<file path="src/rtl/arb_mux.sv">
// rtl/arb_mux.sv - registered N-channel valid/ready multiplexer with fixed or round-robin select
//
// Purpose:
//   Chooses one of NCH producer channels and registers its beat into a single
//   output stage (1-cycle latency, full throughput). mode=0 picks channel
//   `sel`; mode=1 arbitrates round-robin starting at an internal pointer.
//
// Ports:
//   clk        in   1          rising-edge clock
//   reset      in   1          synchronous, active-high reset
//   mode       in   1          0 = fixed select, 1 = round-robin
//   sel        in   SELW       channel index for fixed mode
//   in_data    in   NCH*WIDTH  channel i at [i*WIDTH +: WIDTH]
//   in_valid   in   NCH        per-channel request
//   in_ready   out  NCH        per-channel accept (at most one bit set)
//   out_data   out  WIDTH      registered selected data
//   out_ch     out  SELW       channel that supplied out_data
//   out_valid  out  1          output stage holds a beat
//   out_ready  in   1          consumer accepts the beat

module arb_mux #(
    parameter int WIDTH = 32,
    parameter int NCH   = 4,
    parameter int SELW  = 2
) (
    input  logic                 clk,
    input  logic                 reset,
    input  logic                 mode,
    input  logic [SELW-1:0]      sel,
    input  logic [NCH*WIDTH-1:0] in_data,
    input  logic [NCH-1:0]       in_valid,
    output logic [NCH-1:0]       in_ready,
    output logic [WIDTH-1:0]     out_data,
    output logic [SELW-1:0]      out_ch,
    output logic                 out_valid,
    input  logic                 out_ready
);

    localparam logic [SELW-1:0] LAST_CH = SELW'(NCH - 1);

    logic [WIDTH-1:0] out_data_q,  out_data_d;
    logic [SELW-1:0]  out_ch_q,    out_ch_d;
    logic             out_valid_q, out_valid_d;
    logic [SELW-1:0]  rr_ptr_q,    rr_ptr_d;

    logic             load_en;
    logic [NCH-1:0]   grant;
    logic             xfer;
    logic [SELW-1:0]  gnt_idx;
    logic [WIDTH-1:0] gnt_data;

    // The output stage can take a new beat when empty or being drained now.
    assign load_en = !out_valid_q || out_ready;

    // Grant: one-hot or zero. Round-robin walks from rr_ptr, wrapping at NCH.
    always_comb begin
        logic [SELW-1:0] idx;
        logic            found;
        grant = '0;
        found = 1'b0;
        idx   = rr_ptr_q;
        if (mode) begin
            for (int k = 0; k < NCH; k++) begin
                if (!found && in_valid[idx]) begin
                    grant[idx] = 1'b1;
                    found      = 1'b1;
                end
                idx = (idx == LAST_CH) ? '0 : idx + SELW'(1);
            end
        end else if (int'(sel) < NCH) begin
            // Out-of-range select simply grants nothing.
            grant[sel] = in_valid[sel];
        end
    end

    // in_ready is held low during reset so no producer sees a phantom accept.
    assign in_ready = (reset || !load_en) ? '0 : grant;
    assign xfer     = |in_ready;

    // Encode the granted channel and pick its data.
    always_comb begin
        gnt_idx  = '0;
        gnt_data = '0;
        for (int i = 0; i < NCH; i++) begin
            if (grant[i]) begin
                gnt_idx  = SELW'(i);
                gnt_data = in_data[i*WIDTH +: WIDTH];
            end
        end
    end

    // Next-state for the output stage and round-robin pointer.
    always_comb begin
        out_data_d  = out_data_q;
        out_ch_d    = out_ch_q;
        out_valid_d = out_valid_q;
        rr_ptr_d    = rr_ptr_q;
        if (xfer) begin
            // Load wins over drain, so a simultaneous drain+load has no bubble.
            out_data_d  = gnt_data;
            out_ch_d    = gnt_idx;
            out_valid_d = 1'b1;
            if (mode) begin
                rr_ptr_d = (gnt_idx == LAST_CH) ? '0 : gnt_idx + SELW'(1);
            end
        end else if (out_valid_q && out_ready) begin
            out_valid_d = 1'b0;
        end
    end

    always_ff @(posedge clk) begin
        if (reset) begin
            out_data_q  <= '0;
            out_ch_q    <= '0;
            out_valid_q <= 1'b0;
            rr_ptr_q    <= '0;
        end else begin
            out_data_q  <= out_data_d;
            out_ch_q    <= out_ch_d;
            out_valid_q <= out_valid_d;
            rr_ptr_q    <= rr_ptr_d;
        end
    end

    assign out_data  = out_data_q;
    assign out_ch    = out_ch_q;
    assign out_valid = out_valid_q;

endmodule

</file>
<file path="config.mk">
export PLATFORM = sky130hd
export DESIGN_NAME = arb_mux
export DESIGN_NICKNAME = d
export VERILOG_FILES = /design/src/rtl/arb_mux.sv
export SDC_FILE = /design/constraint.sdc
export NUM_CORES = 1
export LEC_CHECK = 0
export CAP_MARGIN = 10
export CORE_MARGIN = 1
export CORE_UTILIZATION = 33
export DETAILED_ROUTE_END_ITERATION = 8
export PLACE_DENSITY = 0.79
export SETUP_SLACK_MARGIN = 0.05
export SYNTH_ARGS = -nofsm -noshare
export SYNTH_HDL_FRONTEND = slang
export SYNTH_SLANG_ARGS = --single-unit
</file>
<file path="constraint.sdc">
create_clock -name clk -period 2.8 [get_ports clk]
set_clock_uncertainty 0.1 [all_clocks]
set_input_delay 0.28 -clock clk [delete_from_list [all_inputs] [get_ports clk]]
set_output_delay 0.28 -clock clk [all_outputs]
set_load 0.02 [all_outputs]
</file>
==> results of run 1 <==
==> layer usage <==
metal,vias to the layer above,share of wire,GRT usage
met5,-,0,0
met2,202,0.50,0.5044
met1,1721,0.39,0.3197
met3,29,0.082,0.05976
li1,1665,-,-
met4,0,0.028,0.1058
==> per-stage QoR <==
step,worst slack [ps],instances,area [sq um]
final,-237.4,623,5394
after floorplan,18.13,307,2698
after global routing,-338.5,623,5394
after global placement,-231.8,593,4790
after CTS,-138.4,621,5295
after detailed placement,-385.8,593,4790
==> worst min path at each step <==
stage	startpoint	end	slack [ps]	depth (start not counted)
after floorplan	mode	rr_ptr_q[0]	310	1
after global placement	out_data[2]	out_data[2]	340	2
after detailed placement	out_data[6]	out_data[6]	350	2
after CTS	out_data[21]	out_data[21]	350	2
after global routing	out_data[21]	out_data[21]	370	2
final	out_data[26]	out_data[26]	350	2
==> logic make-up after synthesis <==
logic type,after synthesis
AO/OA/AOI/OAI,148
buffers and inverters,35
adder cells (fa/ha/maj),6
multiplexers,10
flip-flops,37
AND/OR/NAND/NOR,71
==> registers in the layout, indices dropped and copies added, names as in the netlist <==
signal	count
out_data	32
out_valid	1
out_ch	2
rr_ptr_q	2
==> cell type report <==
| type | count | area (sq um) | share of cell area |
|---|---|---|---|
| clock buffer | 7 | 86.33 | 0.01601 |
| inverter | 6 | 32.53 | 0.006031 |
| multi-input combinational | 235 | 1998 | 0.3704 |
| sequential | 37 | 748.2 | 0.1387 |
| tap | 102 | 127.6 | 0.02366 |
| timing repair buffer | 236 | 2401 | 0.4451 |
==> critical path, delay by kind of cell, from the launching register on <==
kind,cells,cell delay [ps]
compound gates,6,1150
mux,1,560
buf+inv,3,390
flops,1,380
fa+ha+maj,1,290
==> power by group <==
| group | total (mW) | leakage (nW) | switching, mW | internal, mW |
|---|---|---|---|---|
| clock network | 0.398 | 0.0443 | 0.202 | 0.196 |
| logic | 1.69 | 1.66 | 0.755 | 0.935 |
| registers | 0.642 | 0.304 | 0.0417 | 0.601 |
| total | 2.73 | 2.01 | 0.999 | 1.73 |
==> cell usage in the layout (no fill, tap or decap), types with 3 or more instances in the layout <==
| master | n |
|---|---|
| sky130_fd_sc_hd__a21oi_1 | 27 |
| sky130_fd_sc_hd__a21oi_2 | 7 |
| sky130_fd_sc_hd__a221o_1 | 31 |
| sky130_fd_sc_hd__a221oi_2 | 3 |
| sky130_fd_sc_hd__a31o_2 | 22 |
| sky130_fd_sc_hd__a31o_4 | 10 |
| sky130_fd_sc_hd__buf_12 | 5 |
| sky130_fd_sc_hd__buf_16 | 3 |
| sky130_fd_sc_hd__buf_4 | 37 |
| sky130_fd_sc_hd__buf_6 | 15 |
| sky130_fd_sc_hd__buf_8 | 3 |
| sky130_fd_sc_hd__clkbuf_8 | 6 |
| sky130_fd_sc_hd__clkdlybuf4s50_1 | 172 |
| sky130_fd_sc_hd__dfxtp_1 | 35 |
| sky130_fd_sc_hd__ha_1 | 5 |
| sky130_fd_sc_hd__inv_1 | 3 |
| sky130_fd_sc_hd__mux2i_1 | 3 |
| sky130_fd_sc_hd__mux4_2 | 3 |
| sky130_fd_sc_hd__nand2_1 | 32 |
| sky130_fd_sc_hd__nand2_2 | 3 |
| sky130_fd_sc_hd__nand3_1 | 5 |
| sky130_fd_sc_hd__nand4_1 | 6 |
| sky130_fd_sc_hd__nor2_1 | 8 |
| sky130_fd_sc_hd__nor2b_1 | 4 |
| sky130_fd_sc_hd__o211ai_1 | 33 |
==> what timing repair did <==
action | 4_1_cts | 5_1_grt
resized for setup | 61 | 23
setup buffers | 16 | 4
pin swaps | 19 | 20
cloned | 6 | 0
setup endpoints to repair | 41 | 41
==> results_dict.tcl, run 1 <==
set metrics [dict create \
    run_status "finished, violations left" \
    failed_checks "setup timing" \
    htree_levels 2 \
    synth_area_leaders "sky130_fd_sc_hd__dfxtp_1 28%, sky130_fd_sc_hd__a221o_1 12%, sky130_fd_sc_hd__a31o_2 11%" \
    setup_slack_ps -237.4 \
    post_synth_fa_ha_maj_area_fraction 0.02878 \
    post_synth_and_or_nand_nor_area_fraction 0.1252 \
    timing.setup.tns_ps -7538 \
    area_delta_synth_final_pct 106.8 \
    via_count_of_the_first_global_routing_pass 3670 \
    synth_compound_area_frac 0.4523 \
    max_clock_freq_ghz 0.3292 \
    grt_remaining_overflow 0 \
    crit_path_end "out_data[4]" \
    clk_latency_ps 300 \
    cp_launch_point "rr_ptr_q[0]" \
    worst_slew_pin_slew_ps 473.3 \
    ys_types 38 \
    placed_wire_length_estimate_mm 8.028 \
    cts.reportedPaths.clkPinSlew_ps 90 \
    yosys.cell_count.top_type "sky130_fd_sc_hd__dfxtp_1" \
    static-leakage-power_nw 2.011 \
    critical_path_maximum_fanout 8 \
    placeableCoreArea_sq_um 7687 \
    buffers_on_ports 176 \
    yosys.area.top_type_share 0.2839 \
    timing.critical_path.mode_cell "sky130_fd_sc_hd__o211ai_1" \
    drtAntennaViolNets 0 \
    number_of_maximum_capacitance_violations 0 \
    global_route_wire_length_before_repair_mm 18.38 \
    mappedNetlistNets 451 \
    tritoncts "done" \
    dieWidth_microns 90.91 \
    setup_viol 41 \
    yosysTopAreaCell "sky130_fd_sc_hd__dfxtp_1" \
    synth-main-ff-cell "sky130_fd_sc_hd__dfxtp_1" \
    ff2ff_path_depth 11 \
    total_count_of_hold_check_failures_in_the_final_report 0 \
    post_route_cells_drive_above_1_share 0.2745 \
    clock_tree.root_cell "sky130_fd_sc_hd__clkbuf_8" \
    period_share 1.085 \
    rsz0062_at_grt "yes" \
    worst_hold_slack_ps 351.9 \
    placement_rows 32 \
    cpMaxStageDelayCell "sky130_fd_sc_hd__mux4_2" \
    synth-edff-count 0 \
    remaining_drc_errors 0 \
    die_area_sq_um 8265 \
    worst_rel_slew_slack 0.6844 \
    cp_cell_sequence "inv_4, ha_4, mux4_2, a221oi_2, o211ai_1, buf_6, buf_8, a31o_4, a221o_1, o211ai_1, a21oi_1" \
    viasPerCell 5.806 \
    clockBufferDepth 2 \
    gr_util_all_layers 0.2792 \
    cts_inserted_buffers 5 \
    crit-reg2reg-capture "out_data[4]" \
    synth-seq-cells 37 \
    criticalPathCategory "register to register" \
    muxShareOfSynthArea 0.05372 \
    worst_setup_path_start_kind "register" \
    drt_pass1_iterations 4 \
    die-height_microns 90.91 \
    yosys-top-cells-count "37 x sky130_fd_sc_hd__dfxtp_1, 35 x sky130_fd_sc_hd__nand2_1, 34 x sky130_fd_sc_hd__a21oi_1, 33 x sky130_fd_sc_hd__o211ai_1, 32 x sky130_fd_sc_hd__a31o_2" \
    routed_wire_length_per_instance_microns 19.16 \
    end_kind "register" \
    syn_area_per_cell_sq_um 8.498 \
    timing.critical_path.slowest_cell_delay_ps 560 \
    netlist_instances 307 \
    report.power.total_mw 2.731 \
    combinational_family_with_the_most_area_after_synthesis "compound AO/OA/AOI/OAI gates" \
    number_of_antenna_violations_at_the_first_check_in_global_routing 0 \
    holdBufCountCts 0 \
    synthArstFlopShare 0 \
    initial_utilization 0.3394 \
    cts_sinks 37 \
    worst_hold_path_type "register to register" \
    drv_slew 0 \
    routed-via-count 3617 \
    min_period_ps 3037 \
    critPathArrivalTime_ps 3090 \
    rr_startpoint "rr_ptr_q[0]" \
    finish.net_count 665 \
    largest_net_degree_at_the_start_of_global_routing 39 \
    fill_count 609 \
    synth.cell_area_sq_um 2609 \
    worst_ir_drop_vdd_v 0.0002521 \
    synth_warnings 0 \
    synth-seq-area-share 0.2839 \
    layout.core_utilization 0.7017 \
    cellPowerDensity_nw_per_um2 506.3 \
    cp_data_required_time_ps 2860 \
    wl_mm 11.94 \
    r2r_slack_ps -240 \
    synth-xor-area-share 0 \
    globalplace.congestion 0.9445 \
    antennaDiodeCount 0 \
    io_pins 177 \
    first_iter_violations 153 \
]
Power figures use the tool's default switching activity.
==> run 2, diff against run 1 <==
--- a/config.mk
+++ b/config.mk
@@ -11,6 +11,7 @@
 export DETAILED_ROUTE_END_ITERATION = 8
 export PLACE_DENSITY = 0.79
 export SETUP_SLACK_MARGIN = 0.05
+export SLEW_MARGIN = 0
 export SYNTH_ARGS = -nofsm -noshare
 export SYNTH_HDL_FRONTEND = slang
 export SYNTH_SLANG_ARGS = --single-unit
==> results of run 2 <==
Same layout as run 1: the final DEF is identical, and so are final timing and power.
==> run 3, diff against run 2 <==
--- a/config.mk
+++ b/config.mk
@@ -5,11 +5,13 @@
 export SDC_FILE = /design/constraint.sdc
 export NUM_CORES = 1
 export LEC_CHECK = 0
+export ABC_AREA = 1
 export CAP_MARGIN = 10
 export CORE_MARGIN = 1
-export CORE_UTILIZATION = 33
+export CORE_UTILIZATION = 37
 export DETAILED_ROUTE_END_ITERATION = 8
-export PLACE_DENSITY = 0.79
+export MAX_ROUTING_LAYER = met4
+export PLACE_DENSITY = 0.78
 export SETUP_SLACK_MARGIN = 0.05
 export SLEW_MARGIN = 0
 export SYNTH_ARGS = -nofsm -noshare
==> run 3 against run 2 <==
The flow now finishes without violations. Area after synthesis up 33%. Fmax increased by 14%. Worst hold slack improved by 29 ps. Final cell count grew 41%. Critical path depth rose by 1. Sequential power grew 7.6%. Via count is 25% higher. Final area grew 4.6%. Core utilization decreased by 6.7 points. Critical path type is now register to output port. Largest power group unchanged.
==> results_dict.tcl, run 3 <==
set metrics [dict create \
    run_status "complete, no violations" \
    dieWidth_microns 98.86 \
    wl_mm 13.01 \
    area_delta_synth_final_pct 62.62 \
    clock_tree.root_cell "sky130_fd_sc_hd__clkbuf_8" \
    max_clock_freq_ghz 0.3751 \
    finished_cell_area_sq_um 5644 \
    drv_slew 0 \
    first_iter_violations 189 \
    criticalPathCategory "register to output port" \
    layout.cells.most_common_list "172 x sky130_fd_sc_hd__clkdlybuf4s50_1, 166 x sky130_fd_sc_hd__nand2_1, 123 x sky130_fd_sc_hd__nand3_1" \
    static-leakage-power_nw 2.682 \
    setup_viol 0 \
    total_count_of_hold_check_failures_in_the_final_report 0 \
    yosys.area.top_type_share 0.2134 \
    r2r_slack_ps 220 \
    yosys.cell_count.top_type "sky130_fd_sc_hd__nand2_1" \
    clockBufferDepth 2 \
    clk_latency_ps 290 \
    end_kind "output port" \
    cellPowerDensity_nw_per_um2 522.6 \
    viasPerCell 5.157 \
    critPathArrivalTime_ps 2290 \
    min_delay_path_depth 2 \
    netlist_instances 596 \
    mostFrequentLayoutCell "sky130_fd_sc_hd__clkdlybuf4s50_1" \
    crit_path_end "in_ready[2]" \
    muxShareOfSynthArea 0 \
    worst_slew_pin_slew_ps 482.8 \
    worst_hold_path_type "register to register" \
    antennaDiodeCount 0 \
    placed_wire_length_estimate_mm 9.344 \
    crit-reg2reg-capture "out_data[13]" \
    placed_cell_area_sq_um 5388 \
    synth_area_leaders "sky130_fd_sc_hd__dfxtp_1 21%, sky130_fd_sc_hd__nand2_1 18%, sky130_fd_sc_hd__nand3_1 18%" \
    worst_rel_slew_slack 0.6754 \
    drtAntennaViolNets 0 \
    min_period_ps 2666 \
    synth-xor-area-share 0 \
    largest_net_degree_at_the_start_of_global_routing 47 \
    cts.repair_timing.setup_buffer_count 0 \
    remaining_drc_errors 0 \
    placement_rows 34 \
    io_pins 177 \
    timing.critical_path.slowest_cell_delay_ps 370 \
    synth-main-ff-cell "sky130_fd_sc_hd__dfxtp_1" \
    routed_wire_length_per_instance_microns 14.84 \
    cp_launch_point "rr_ptr_q[1]" \
    buffers_on_ports 176 \
    holdBufCountCts 0 \
    mappedNetlistNets 740 \
    cts.reportedPaths.clkPinSlew_ps 80 \
    synth_compound_area_frac 0.06345 \
    cpMaxStageDelayCell "sky130_fd_sc_hd__dfxtp_2" \
    initial_utilization 0.3904 \
    htree_levels 2 \
    synth-edff-count 0 \
    globalplace.congestion 0.8982 \
    drt_pass1_iterations 4 \
    stdcell_count 877 \
    post-place-cells 867 \
    cts_inserted_buffers 5 \
    period_share 0.9521 \
    placeableCoreArea_sq_um 8891 \
    die-height_microns 98.86 \
    grt_remaining_overflow 0 \
    ff2ff_path_depth 16 \
    rsz0062_at_grt "yes" \
    synthArstFlopShare 0 \
    worst_setup_path_start_kind "register" \
    finish.net_count 912 \
    post_synth_fa_ha_maj_area_fraction 0.02163 \
    cp_data_required_time_ps 2420 \
    global_route_wire_length_before_repair_mm 20.51 \
    total_area_of_multi_input_combinational_cells_sq_um 2206 \
    rr_startpoint "rr_ptr_q[0]" \
    synth_warnings 0 \
    critical_path_maximum_fanout 6 \
    combinational_family_with_the_most_area_after_synthesis "simple AND/OR/NAND/NOR gates" \
    number_of_antenna_violations_at_the_first_check_in_global_routing 0 \
    ff_latch_area_sq_um 745.7 \
    yosysTopAreaCell "sky130_fd_sc_hd__dfxtp_1" \
    syn_area_per_cell_sq_um 5.824 \
    die_area_sq_um 9772 \
    synth-seq-area-share 0.2134 \
    cp_cell_sequence "inv_1, ha_4, inv_1, nand2_1, nand3_1, nand2_1, nor2_2, nand3_1, nand3_4, nand3_2, inv_1, clkdlybuf4s15_2" \
    via_count_of_the_first_global_routing_pass 4425 \
    flip_flop_count_of_the_largest_register_all_copies_and_words_added 32 \
    post_route_cells_drive_above_1_share 0.1248 \
    timing.critical_path.mode_cell "sky130_fd_sc_hd__inv_1" \
    yosys-top-cells-count "168 x sky130_fd_sc_hd__nand2_1, 124 x sky130_fd_sc_hd__nand3_1, 88 x sky130_fd_sc_hd__inv_1, 37 x sky130_fd_sc_hd__dfxtp_1, 34 x sky130_fd_sc_hd__a21oi_1" \
    synth.cell_area_sq_um 3471 \
    ys_types 29 \
    tritoncts "done" \
    number_of_maximum_capacitance_violations 0 \
    cts_sinks 37 \
    routed-via-count 4523 \
    worst_ir_drop_vdd_v 0.0002015 \
    synth-seq-cells 37 \
    post_synth_and_or_nand_nor_area_fraction 0.5260 \
    fill_count 863 \
    gr_util_all_layers 0.2658 \
]
==> run 3: cell types whose count changed in the layout (fill, tap and decap cells not counted), moves of 10 or more <==
cell | previous run | this run
sky130_fd_sc_hd__a221o_1 | 31 | 0
sky130_fd_sc_hd__a31o_2 | 22 | 0
sky130_fd_sc_hd__a31o_4 | 10 | 0
sky130_fd_sc_hd__buf_4 | 37 | 18
sky130_fd_sc_hd__buf_6 | 15 | 2
sky130_fd_sc_hd__inv_1 | 3 | 88
sky130_fd_sc_hd__nand2_1 | 32 | 166
sky130_fd_sc_hd__nand3_1 | 5 | 123
sky130_fd_sc_hd__nand4_1 | 6 | 33
sky130_fd_sc_hd__o211ai_1 | 33 | 0
sky130_fd_sc_hd__or2_2 | 0 | 22
==> run 3: cell families (layout without fill, tap and decap cells) <==
logic type	Yosys count	after routing
buffers and inverters	133	306
and+or+nand+nor	380	380
DFF	37	37
AOI/OAI and AO/OA	40	40
adders and majority gates	6	6
==> run 3: worst max-delay path: cells and delay by family, from the launching register on <==
family        cells  cell delay [ps]
buf+inv           4              550
fa+ha+maj         1              240
simple gates      7              840
flops             1              370
==> run 3: layout make-up <==
class                   instances  area share
clock buffers                   6     0.01463
clock inverters                 2    0.006650
inverters                      94     0.06296
multi-input cells             426      0.3908
flip-flops and latches         37      0.1321
well taps                     108     0.02394
repair buffers                204      0.3689
==> run 3: worst min-delay path by stage <==
stage	startpoint	endpoint	slack, ps
5_1_grt	out_ch[0]	out_ch[0]	390
6_report	out_ch[0]	out_ch[0]	380
2_1_floorplan	reset	out_ch[0]	250
4_1_cts	out_ch[0]	out_ch[0]	380
3_5_place_dp	out_ch[0]	out_ch[0]	360
3_3_place_gp	out_ch[0]	out_ch[0]	350
==> run 3: through the flow <==
step                      utilization  hold WS, ps  setup TNS [ps]  total power [mW]  setup slack (ps)
after global routing           0.6348        387.1          -11.65             3.166            -11.65
after floorplan                     -        249.1               0             1.698             274.0
after detailed placement       0.6060        359.7          -519.2             2.363            -45.58
after CTS                      0.6222        378.1               0             2.887             64.60
final                          0.6348        380.8               0             2.950             134.0
after global placement         0.6060        354.0          -69.70             2.333            -51.28
==> run 3: repair_timing <==
action | 4_1_cts | 5_1_grt
resized for setup | 16 | 19
endpoints found under the setup margin | 39 | 39
gates cloned | 0 | 2
==> run 3: per-layer routing <==
metal,GRT usage,vias up,share of wire
met5,-,-,0
met4,0.08955,0,0.021
met3,0.04184,25,0.079
met2,0.4632,211,0.49
met1,0.3100,2036,0.41
li1,-,2251,-
==> run 3: where the power goes <==
part	leakage, nW	internal [mW]	switching (mW)
Combinational	2.32	0.789	0.971
Sequential	0.308	0.634	0.0570
Clock	0.0574	0.290	0.209
